==> src/rtl/fetch_queue.sv <==
// Instruction fetch front end: owns the PC, fetches from a combinational
// instruction memory and queues {pc, instr} pairs for decode.
module fetch_queue #(
  parameter int N = 64,
  parameter int DEPTH = 4,
  parameter logic [N-1:0] RESET_PC = '0
) (
  input  logic                     clk,
  input  logic                     reset,
  output logic [N-1:0]             imem_addr,
  input  logic [31:0]              imem_rdata,
  output logic                     imem_en,
  input  logic                     redirect,
  input  logic [N-1:0]             redirect_pc,
  output logic                     out_valid,
  input  logic                     out_ready,
  output logic [N-1:0]             out_pc,
  output logic [31:0]              out_instr,
  output logic [$clog2(DEPTH):0]   occupancy
);

  localparam int AW = $clog2(DEPTH);
  localparam int CW = AW + 1;

  logic [N-1:0]  pc;
  logic [AW-1:0] head;
  logic [AW-1:0] tail;
  logic [CW-1:0] count;
  logic [N-1:0]  q_pc    [DEPTH];
  logic [31:0]   q_instr [DEPTH];

  logic full;
  logic pop;
  logic push;
  logic unused_redirect_lsbs;

  // Decode handshake: the head transfers on a rising edge where out_valid and
  // out_ready are both high; out_valid never depends on out_ready, and the
  // head stays stable until it transfers or a redirect/reset flushes it.
  assign full      = (count == CW'(DEPTH));
  assign out_valid = (count != '0);
  assign pop       = out_valid & out_ready;
  // A full queue may still fetch when the head leaves in the same cycle.
  assign push      = reset & ~redirect & (~full | pop);

  assign imem_en   = push;
  assign imem_addr = pc;
  assign occupancy = count;
  assign out_pc    = out_valid ? q_pc[head]    : '0;
  assign out_instr = out_valid ? q_instr[head] : '0;

  // Redirect targets are word aligned; the low two bits are dropped.
  assign unused_redirect_lsbs = ^redirect_pc[1:0];

  always_ff @(posedge clk or negedge reset) begin
    if (!reset) begin
      pc    <= RESET_PC;
      head  <= '0;
      tail  <= '0;
      count <= '0;
      for (int i = 0; i < DEPTH; i++) begin
        q_pc[i]    <= '0;
        q_instr[i] <= '0;
      end
    end else if (redirect) begin
      // Flush wins over any concurrent push or pop.
      pc    <= {redirect_pc[N-1:2], 2'b00};
      head  <= '0;
      tail  <= '0;
      count <= '0;
    end else begin
      if (push) begin
        q_pc[tail]    <= pc;
        q_instr[tail] <= imem_rdata;
        tail          <= tail + AW'(1);
        pc            <= pc + N'(4);
      end
      if (pop) begin
        head <= head + AW'(1);
      end
      if (push && !pop) begin
        count <= count + CW'(1);
      end else if (pop && !push) begin
        count <= count - CW'(1);
      end
    end
  end

endmodule

==> config.mk <==
export PLATFORM = sky130hd
export DESIGN_NAME = fetch_queue
export DESIGN_NICKNAME = d
export VERILOG_FILES = /design/src/rtl/fetch_queue.sv
export SDC_FILE = /design/constraint.sdc
export NUM_CORES = 1
export LEC_CHECK = 0
export ABC_AREA = 1
export CAP_MARGIN = 10
export CORE_AREA = 2 2 223 225
export CTS_CLUSTER_SIZE = 10
export DETAILED_ROUTE_END_ITERATION = 7
export DIE_AREA = 0 0 225 227
export HOLD_SLACK_MARGIN = 0.05
export PLACE_DENSITY = 0.66
export SETUP_SLACK_MARGIN = 0.1
export SLEW_MARGIN = 20
export SYNTH_ARGS = -nofsm -noshare
export SYNTH_HDL_FRONTEND = slang
export SYNTH_SLANG_ARGS = --single-unit
export TNS_END_PERCENT = 20
==> constraint.sdc <==
create_clock -name clk -period 5 [get_ports clk]
set_input_delay 0.75 -clock clk [delete_from_list [all_inputs] [get_ports clk]]
set_output_delay 0.75 -clock clk [all_outputs]
set_load 0.05 [all_outputs]
# [After elaboration in Yosys (flattened, before gate mapping)]
# Index checks and enable logic that the tools add are counted.
[totals] ff_bits=455 output_inout_bits=165 ram_bits=0 n_memories=0 romBits=0 elab_cells=62 latch_bits=0 input_bits=100
[classes] magnitude_cmp=3 div_mod_pow=0 n_reduce_logical=10 addsub=5 bitwise=8 eq_ne=1 mul=0 shift=0 mux=23
[ops] operator="two-way mux 64 bit" n=6
[ops] operator="bitwise mux 256 bit" n=1
[ops] operator="binary-select mux 64 bit (select 2 bit)" n=1
[ops] operator="bitwise mux 128 bit" n=1
[ops] operator="demux 64 bit (select 2 bit)" n=1
[ops] operator="two-way mux 32 bit" n=4
[ops] operator="adder 64 x 3 -> 64 bit (second input constant)" n=1
[ops] operator="binary-select mux 32 bit (select 2 bit)" n=1
[ops] operator="demux 32 bit (select 2 bit)" n=1
[ops] operator="two-way mux 3 bit" n=3
[ops] operator="two-way mux 2 bit" n=4
[ops] operator="greater-or-equal comparator 3 bit (second input constant)" n=2
[ops] operator="NOT 2 -> 3 bit" n=2
[ops] operator="nonzero test 3 bit" n=2
[ops] operator="adder 2 x 1 -> 2 bit (second input constant)" n=2
[ops] operator="nonzero test 2 bit" n=2
[ops] operator="adder 3 x 1 -> 3 bit (second input constant)" n=1
[ops] operator="AND 1 bit" n=3
[ops] operator="== test 3 bit (second input constant)" n=1
[ops] operator="logical AND 1 bit" n=3
[ops] operator="less-than comparator 3 x 1 -> 1 bit (second input constant)" n=1
[ops] operator="subtractor 3 x 1 -> 3 bit (second input constant)" n=1
[ops] operator="logical NOT 1 bit" n=2
[ops] operator="NOT 1 bit" n=2
[ops] operator="other kinds (2)" n=2

# [Longest topological paths before layout]
# Gate-level depths: netlist (run 1).
[depth] word_depth=9 depth_mapped=11 ltp_nobuf=11

# [Least setup slack after synthesis (run 1)]
# Ideal clock, no wire load.
[synth_path] kind="flip-flop to output port" startpoint="register count[0], in the netlist occupancy[0]" endpoint="output out_instr[22]" required_ps=4250 n_path_buf=2 stages_incl_launch_ff=7 setup_slack_ps=2119 arrival_time_ps=2131 cell_sequence="dfrtp_1 -> inv_1 -> nand2_1 -> nor2_2 -> buf_2 -> buf_1 -> a21oi_1"
[synth_via] elab_chain_cells=2
[synth_lines] element="start, declared" line="28" rtl="logic [CW-1:0] count;"
[synth_lines] element="start signal, assigned" line="82" rtl="count <= count + CW'(1);"
[synth_lines] element="start signal, assigned" line="84" rtl="count <= count - CW'(1);"
[synth_lines] element="nonzero test 3 bit" line="41" rtl="assign out_valid = (count != '0);"
[synth_lines] element="two-way mux 32 bit" line="50" rtl="assign out_instr = out_valid ? q_instr[head] : '0;"
[synth_lines] element="end, declared" line="18" rtl="output logic [31:0] out_instr,"
# Every way passes these cells.

# [Worst setup path after layout (run 1)]
[layout_path] startpoint="register head[1]" endpoint="output out_pc[39]"
[layout_via] elab_chain_cells=5
[layout_lines] element="start, declared" line="26" rtl="logic [AW-1:0] head;"
[layout_lines] element="start signal, assigned" line="79" rtl="head <= head + AW'(1);"
[layout_lines] element="NOT 2 -> 3 bit (not written as such)" line="49" rtl="assign out_pc = out_valid ? q_pc[head] : '0;"
[layout_lines] element="binary-select mux 64 bit (select 2 bit)" line="49"
[layout_lines] element="two-way mux 64 bit (not written as such) (2 in series)" line="49"
[layout_lines] element="two-way mux 64 bit" line="49"
[layout_lines] element="end, declared" line="17" rtl="output logic [N-1:0] out_pc,"
# Every way passes these cells. The select of a mux whose other input is x is not followed.

==> results of run 1 <==
[cell usage in the layout (no fill, tap or decap), types with 2 or more instances in the layout]
cell type | Yosys | final
o221ai_1 | 5 | 5
o21bai_1 | 12 | 12
nand2_8 | 0 | 4
nand4_1 | 5 | 5
nand3_1 | 47 | 47
dfrtp_4 | 0 | 2
buf_4 | 9 | 18
nor3_1 | 6 | 6
nor2_2 | 8 | 7
conb_1 | 1 | 4
nor2_1 | 503 | 503
dfrtp_1 | 445 | 443
nor2_4 | 2 | 3
clkinv_2 | 0 | 2
o22ai_1 | 2 | 2
ha_1 | 5 | 5
o21ai_1 | 74 | 74
a21oi_1 | 98 | 98
clkbuf_16 | 0 | 53
clkbuf_8 | 0 | 4
inv_4 | 1 | 2
xor2_1 | 21 | 21
clkdlybuf4s50_1 | 0 | 255
nand2_1 | 707 | 707
o21ai_0 | 550 | 550
o211ai_1 | 13 | 13
clkbuf_1 | 77 | 11
nand2_2 | 5 | 3
inv_1 | 144 | 144
buf_12 | 0 | 6
diode_2 | 0 | 2
[power groups by stage]
stage | logic [mW] | registers, mW | clock network, mW
2_1_floorplan | 4.44 | 5.91 | 0
3_3_place_gp | 6.66 | 5.84 | 0
3_5_place_dp | 6.77 | 5.91 | 0
4_1_cts | 6.80 | 5.87 | 3.50
5_1_grt | 7.42 | 6.06 | 3.62
6_report | 6.77 | 5.90 | 3.44
[cell type report]
class                      count  area, sq um
clock inverter                 2        35.03
clock buffer                  68         1423
antenna                        2        5.005
timing repair buffer         283         2867
multi-input combinational   2073         9184
tap                          622        778.2
inverter                     148        561.8
sequential                   445        11140
fill                        4608        22550
[per-layer routing]
layer | wire, um | global-route usage | vias to the layer above
met3 | 4997 | 0.04698 | 128
li1 | - | - | 9450
met1 | 30430 | 0.3733 | 9640
met2 | 31560 | 0.4353 | 795
met4 | 2185 | 0.09314 | 2
met5 | 13 | 0 | -
[critical path, cell delays in order, from the launching register on]
cell and delay (ns):
dfrtp_4 0.71, clkinv_2 0.59, buf_4 0.48, nor2_1 0.14, o21ai_0 0.08, a21oi_1 0.25
clkdlybuf4s50_1 0.88
[worst max path at each step]
stage | startpoint | endpoint | slack, ns | depth (start not counted)
2_1_floorplan | occupancy[0] | out_instr[22] | 2.12 | 6
3_3_place_gp | head[1] | out_pc[2] | 1.10 | 6
3_5_place_dp | head[1] | out_instr[28] | 1.07 | 6
4_1_cts | head[1] | out_instr[28] | 0.44 | 6
5_1_grt | head[1] | out_pc[39] | 0.25 | 6
6_report | head[1] | out_pc[39] | 0.50 | 6
[kinds of logic (layout without fill, tap and decap cells)]
family,after synthesis,after routing,share of synthesized area
AO/OA/AOI/OAI,754,754,0.1773
flip-flops,445,445,0.5119
buffers and inverters,324,501,0.06879
adder cells (fa/ha/maj),6,6,0.003796
AND/OR/NAND/NOR,1287,1287,0.2292
other,1,6,0.0001724
XOR/XNOR,22,22,0.008857
[per-stage QoR]
step | worst slack [ns] | instance area (sq um) | hold slack [ns] | cells | utilization
floorplan | 2.119 | 21770 | 0.4478 | 2842 | -
global placement | 1.105 | 24500 | 0.4594 | 3570 | 0.5047
detailed placement | 1.065 | 24500 | 0.4677 | 3570 | 0.5047
CTS | 0.4439 | 25960 | 0.05849 | 3640 | 0.5348
global route | 0.2513 | 25990 | 0.07936 | 3641 | 0.5354
finish | 0.5011 | 26000 | 0.06069 | 3643 | 0.5355
[state kept, by name, indices dropped and copies added, names as in the netlist]
register   count
head           2
imem_addr     62
occupancy      3
q_instr      128
q_pc         248
tail           2
==> flow_metrics.tcl, run 1 <==
set metrics [dict create \
    yosysMostFrequentCell "nand2_1" \
    grt_pass1_wl_um 108200 \
    power_density_mw_per_mm2 619.6 \
    coreArea_sq_mm 0.04855 \
    ys_warn_count 0 \
    p_leak_nw 11.61 \
    max_slew_margin 0.3246 \
    fin_setup_tns_ns 0 \
    start_util 0.4481 \
    avgSynthCellArea_sq_um 7.663 \
    synth_top_area_cell "dfrtp_1" \
    cts_buffers 52 \
    p_switching_mw 6.920 \
    grt-ovfl-total 0 \
    pwr-share-clk 0.214 \
    insertion_delay_ns 0.59 \
    dieWidth_um 225 \
    timing.final.hold_violations 0 \
    synth_area_leaders "dfrtp_1 (51%), o21ai_0 (13%), nand2_1 (12%)" \
    clkTransAtPathRegs_ns 0.06 \
    worstSetupStartpointType "register" \
    p_seq_frac 0.366 \
    rsz0062_at_grt "no" \
    synth_async_sr_flop_share 1.000 \
    routed_via_density 5.494 \
    track_usage 0.2712 \
    p_comb_frac 0.420 \
    cts_sinks 445 \
    synth.distinct_cells 32 \
    die_height_um 227 \
    required_ns 4.25 \
    area_delta_synth_final_pct 19.50 \
    reg2regPathDepth 8 \
    synth_flop_cell "dfrtp_1" \
    ant_nets 0 \
    rows 81 \
    hold_buffers 0 \
    worstReg2RegEnd "q_pc[113]" \
    antenna_found_initial 2 \
    arrival_ns 3.75 \
    syn_area_sq_mm 0.02175 \
    crit_fanout 29 \
    portBuffers 258 \
    reg2reg_from "occupancy[0]" \
    tritoncts "done" \
    cts_resized 0 \
    worst_pin_slew_ns 1.013 \
    dieArea_sq_mm 0.05108 \
    netlist_instances 2839 \
    r2r_slack_ns 2.33 \
    avgRoutedWirePerCell_um 18.99 \
    drt_drc_violations_left 0 \
    globalplace.congestion 0.9354 \
    initialDrtViolationCount 1942 \
    timing.final.crit_share 0.8998 \
    drt_wl_total_um 69190 \
    peakVddDrop_uv 390.2 \
    grt_pass1_vias 19180 \
    cts_setup_buffers 0 \
    via_count 20020 \
    skew_ns 0.02805 \
    synth_edf_count 0 \
    fmax_mhz 222.3 \
    grt_max_degree 167 \
    first_pass_iters 5 \
    p_total_mw 16.11 \
    p_sw_frac 0.4296 \
    maxCapViolCount 0 \
    ios 265 \
    status "completed" \
    critical_path_class "reg -> out" \
    setup_viol 0 \
    dpl.hpwl_um 44390 \
    root_buffer "clkbuf_16" \
    ys_seq_area_frac 0.5119 \
    endpoint_kind "primary output" \
    drv_slew 0 \
    min_path_type "in -> async" \
    synth_commonest_cells "nand2_1 (707), o21ai_0 (550), nor2_1 (503)" \
    period_needed_ns 4.499 \
    nets 3109 \
    ys_ff_latch 445 \
    p_int_mw 9.186 \
    drive_gt1_frac 0.03710 \
    synth_top_cell_area_share 0.5119 \
    h-tree-depth 2 \
    cts_max_path_buffers 3 \
]
Note: power is estimated with default switching activity, not from simulation.
==> inputs of run 2 (changes only) <==
- CORE_AREA: 2 2 223 225 -> 2 2 192 194
- CTS_CLUSTER_DIAMETER: unset -> 100
- DIE_AREA: 0 0 225 227 -> 0 0 194 196
- PLACE_DENSITY: 0.66 -> 0.86
==> run 2 against run 1 <==
  * Wire length down 4.6%
  * Clock power shrank 8.7%
  * Worst setup slack better by 0.15 ns
  * Cell count is 4.7% lower
  * Maximum frequency grew 3.5%
  * Combinational power grew 0.7%
  * Flip-flop and latch count stayed put
  * Non-clock buffer count fell by 2
==> flow_metrics.tcl, run 2 (synthesis gave the netlist of run 1 again) <==
set metrics [dict create \
    worst_pin_slew_ns 0.9909 \
    crit_fanout 44 \
    root_buffer "clkbuf_16" \
    final_common_cell "nand2_1" \
    initialDrtViolationCount 2032 \
    grt_pass1_vias 20260 \
    largest_register_ffs 248 \
    grt_max_degree 151 \
    globalplace.congestion 0.9749 \
    cts_max_path_buffers 3 \
    maxCapViolCount 0 \
    arrival_ns 3.60 \
    drv_slew 0 \
    coreArea_sq_mm 0.03608 \
    dieWidth_um 194 \
    cts_resized 0 \
    power_density_mw_per_mm2 619.8 \
    required_ns 4.25 \
    insertion_delay_ns 0.59 \
    p_leak_nw 11.53 \
    ios 265 \
    path_cells "inv_4 > buf_4 > o21ai_0 > a21oi_1 > clkdlybuf4s50_1" \
    cts_sinks 445 \
    critical_path_class "reg -> out" \
    area_delta_synth_final_pct 17.67 \
    h-tree-depth 2 \
    avgRoutedWirePerCell_um 19.02 \
    path_depth 5 \
    start_util 0.6029 \
    tritoncts "done" \
    drt_drc_violations_left 0 \
    timing.critical_path.buf_inv 3 \
    dieArea_sq_mm 0.03802 \
    crit_family "buffers and inverters" \
    rows 70 \
    grt_pass1_wl_um 105500 \
    clkTransAtPathRegs_ns 0.05 \
    routed_via_density 5.908 \
    period_needed_ns 4.349 \
    reg2regPathDepth 11 \
    skew_ns 0.02311 \
    critPathMaxStageDelay_ns 0.86 \
    min_path_type "in -> async" \
    fin_setup_tns_ns 0 \
    max_slew_margin 0.3394 \
    fmax_mhz 230.0 \
    setup_viol 0 \
    grt-ovfl-total 0 \
    status "completed" \
    die_height_um 196 \
    cts_setup_buffers 0 \
    dpl.hpwl_um 41820 \
    timing.final.hold_violations 0 \
    place_area_sq_mm 0.02429 \
    cts_buffers 50 \
    timing.final.crit_share 0.8697 \
    worstSetupStartpointType "register" \
    hold_buffers 0 \
    first_pass_iters 6 \
    cp_slowest_cell "clkdlybuf4s50_1" \
    utilization 0.7094 \
    rsz0062_at_grt "no" \
    nets 3105 \
    top_register "q_pc" \
    portBuffers 258 \
    peakVddDrop_uv 595.3 \
    final_cell_mix "nand2_1 (707), o21ai_0 (550), nor2_1 (503)" \
    ant_nets 0 \
    final_area_sq_mm 0.02560 \
    antenna_found_initial 1 \
    drive_gt1_frac 0.03431 \
    drt_wl_total_um 66030 \
    endpoint_kind "primary output" \
    via_count 20510 \
    track_usage 0.3470 \
]
run 2: changes by cell type in the layout (fill, tap and decap cells not counted), sizes merged:
| cell | previous run | this run |
|---|---|---|
| buf | 28 | 25 |
| clkbuf | 68 | 53 |
| inv | 147 | 148 |
| clkinvlp | 0 | 1 |
| clkinv | 2 | 1 |
| clkdlybuf4s50 | 255 | 256 |
| bufinv | 1 | 0 |
run 2: worst reg2reg max path: stages, from the launching register on:
cell,delay [ns]
dfrtp_1,0.41
inv_1,0.13
nand2_1,0.10
nor2_4,0.59
buf_4,0.51
nor2_1,0.18
nor2_2,0.21
fa_1,0.22
xor2_1,0.23
xor2_1,0.18
nand3_1,0.09
nand2_1,0.06
run 2: per-layer routing:
layer | GRT usage | wire length (um) | vias to the layer above
met5 | 0 | 13 | -
met4 | 0.1787 | 2954 | 2
met3 | 0.07289 | 6590 | 178
met2 | 0.5504 | 30720 | 1147
met1 | 0.4546 | 25750 | 9741
li1 | - | - | 9446
run 2: path summary, 6_finish.rpt:
kind,from,to,slack (ns)
worst max register to register,occupancy[1],occupancy[2],2.02
max in group asynchronous,reset,q_pc[168],2.86
worst min-delay path,reset,q_instr[92],0.08
worst min register to register,q_instr[94],q_instr[94],0.48
worst max-delay path,head[0],out_pc[39],0.65
min in group clk,q_instr[94],q_instr[94],0.48
run 2: area by class of cell:
type	count	area, sq um
Inverter	148	561.8
Fill cell	2851	10490
Multi-Input combinational cell	2073	9166
Clock buffer	53	1284
Tap cell	468	585.6
Antenna cell	2	5.005
Timing Repair Buffer	281	2838
Clock inverter	2	16.27
Sequential cell	445	11140
run 2: where the power goes:
group	leakage, nW	internal, mW	switching (mW)
Sequential	5.66	5.00	0.911
Clock	0.636	1.79	1.35
Combinational	5.23	2.19	4.62
Total	11.5	8.98	6.89
run 2: stage by stage:
stage / hold WS [ns] / setup WS, ns / power (mW) / instances
2_1_floorplan: 0.4478 / 2.119 / 10.36 / 2842
3_3_place_gp: 0.4601 / 1.144 / 12.37 / 3415
3_5_place_dp: 0.4683 / 1.126 / 12.64 / 3415
4_1_cts: 0.07233 / 0.6868 / 15.84 / 3470
5_1_grt: 0.1072 / 0.4920 / 16.76 / 3470
6_report: 0.07648 / 0.6514 / 15.87 / 3472
==> inputs of run 3 (changes only) <==
- ABC_AREA: 1 -> 0
- CORE_AREA: 2 2 192 194 -> 2 2 190 192
- DIE_AREA: 0 0 194 196 -> 0 0 192 194
- PLACE_DENSITY: 0.86 -> 0.85
- RECOVER_POWER: unset -> 100
==> run 3 against run 2 <==
  * The flow now finishes with violations (max-capacitance violations, max-slew violations)
  * Synthesized cell count shrank 46%
  * Area after synthesis shrank 3.7%
  * Utilization grew 0.21 points
  * Highest routed layer unchanged
==> flow_metrics.tcl, run 3 <==
set metrics [dict create \
    status "complete, but fails checks" \
    violations "max-capacitance violations, max-slew violations" \
    clkTransAtPathRegs_ns 0.06 \
    avgSynthCellArea_sq_um 13.67 \
    dieArea_sq_mm 0.03725 \
    portBuffers 258 \
    crit_fanout 37 \
    start_util 0.5949 \
    netlist_instances 1533 \
    fin_setup_tns_ns 0 \
    worstSetupStartpointType "register" \
    grt-ovfl-total 0 \
    nets 1852 \
    dieWidth_um 192 \
    p_leak_nw 10.97 \
    grt_use_met2 0.4518 \
    utilization 0.7115 \
    reg2reg_from "occupancy[1]" \
    dpl.hpwl_um 31690 \
    grt_pass1_wl_um 79230 \
    hold_buffers 0 \
    met1_usage 0.3708 \
    period_needed_ns 4.404 \
    crit_start "occupancy[0]" \
    top_register "q_pc" \
    ys_ff_latch 445 \
    critical_path_class "reg -> out" \
    die_height_um 194 \
    grt_pass1_vias 14360 \
    grt_max_degree 178 \
    cts_setup_buffers 0 \
    timing.final.hold_violations 0 \
    h-tree-depth 2 \
    synth_top_cell_area_share 0.5314 \
    final_cell_count_no_fill 2211 \
    globalplace.congestion 0.8599 \
    synth.distinct_cells 56 \
    cts_buffers 50 \
    ys_warn_count 0 \
    ios 265 \
    root_buffer "clkbuf_16" \
    synth_async_sr_flop_share 1.000 \
    fmax_mhz 227.1 \
    final_common_cell "dfrtp_1" \
    timing.final.crit_share 0.8808 \
    initialDrtViolationCount 862 \
    maxCapViolCount 2 \
    area_delta_synth_final_pct 19.59 \
    power_density_mw_per_mm2 615.3 \
    busiest_layer "met2" \
    arrival_ns 3.65 \
    max_slew_margin -0.9664 \
    drv_slew 146 \
    drt_wl_total_um 50200 \
    cts_max_path_buffers 3 \
    min_path_type "in -> async" \
    drt_drc_violations_left 0 \
    tritoncts "done" \
    yosysMostFrequentCell "dfrtp_1" \
    syn_area_sq_mm 0.02096 \
    peakVddDrop_uv 564.7 \
    insertion_delay_ns 0.55 \
    endpoint_kind "primary output" \
    ys_seq_area_frac 0.5314 \
    antenna_found_initial 1 \
    final_cell_mix "dfrtp_1 (443), mux2_2 (359), dlygate4sd3_1 (155)" \
    largest_register_ffs 248 \
    ant_nets 0 \
    rows 69 \
    synth_area_leaders "dfrtp_1 (53%), mux2_2 (19%), mux4_2 (10%)" \
    place_inst 2155 \
    coreArea_sq_mm 0.03522 \
    rsz0062_at_grt "no" \
    met3_usage 0.05249 \
    cts_resized 0 \
    synth_commonest_cells "dfrtp_1 (445), mux2_2 (360), nand2_1 (101)" \
    avgRoutedWirePerCell_um 22.70 \
    setup_viol 0 \
    via_count 13500 \
    drive_gt1_frac 0.3080 \
    cts_sinks 445 \
    routed_via_density 6.108 \
    first_pass_iters 7 \
    skew_ns 0.01983 \
    required_ns 4.25 \
    track_usage 0.2727 \
    synth_top_area_cell "dfrtp_1" \
    synth_flop_cell "dfrtp_1" \
    num_antenna_cells 0 \
    worst_pin_slew_ns 2.950 \
    synth_edf_count 0 \
]
==> run 3: cells by family after synthesis <==
kind of cell	count (synthesis)	synth area share
other	1	0.0001789
XOR/XNOR	58	0.02424
AO/OA/AOI/OAI	92	0.02436
AND/OR/NAND/NOR	341	0.08771
adder cells (fa/ha/maj)	6	0.003941
multiplexers	455	0.2949
flip-flops	445	0.5314
buffers and inverters	135	0.03326
==> run 3: layout make-up <==
type	instances	area, sq um
tap	461	576.8
fill	2286	10160
clock inverter	3	36.28
sequential	445	11140
inverter	10	37.54
timing repair buffer	283	2868
clock buffer	53	1284
multi-input combinational	956	9119
==> run 3: power by group <==
part | switching (mW) | internal (mW)
Clock | 1.34 | 1.80
Combinational | 3.68 | 2.90
Sequential | 0.822 | 4.88
Total | 5.84 | 9.58
==> run 3: final timing paths <==
path                       depth (start not counted)          to  slack (ns)
max                                                4  out_pc[47]        0.60
min                                                1    q_pc[41]         0.1
max reg2reg                                        7  q_instr[0]        1.07
min reg2reg                                        2   q_pc[126]        0.48
max in group asynchronous                          2     q_pc[8]        2.81
min in group clk                                   2   q_pc[126]        0.48
==> run 3: worst max-delay path: stages (launching register included) <==
cell,delay (ns)
dfrtp_1,0.49
or3_2,0.66
clkbuf_2,0.72
and2_1,0.32
dlygate4sd3_1,0.90
==> run 3: per-stage QoR <==
stage	setup WS [ns]	cell area [sq um]	total power, mW	hold WS [ns]
2_1_floorplan	1.525	20970	10.37	0.4446
3_3_place_gp	0.9706	23850	12.30	0.4569
3_5_place_dp	0.8973	23850	12.55	0.4683
4_1_cts	0.9093	25170	15.74	0.08961
5_1_grt	0.4433	25060	16.12	0.09963
6_report	0.5959	25060	15.42	0.09655
==> run 3: per-layer routing <==
layer	part of all wire	routed length, um	up-vias
li1	-	-	5880
met1	0.41	20460	7056
met2	0.50	25050	474
met3	0.067	3352	92
met4	0.026	1322	2
met5	0.00026	13	-
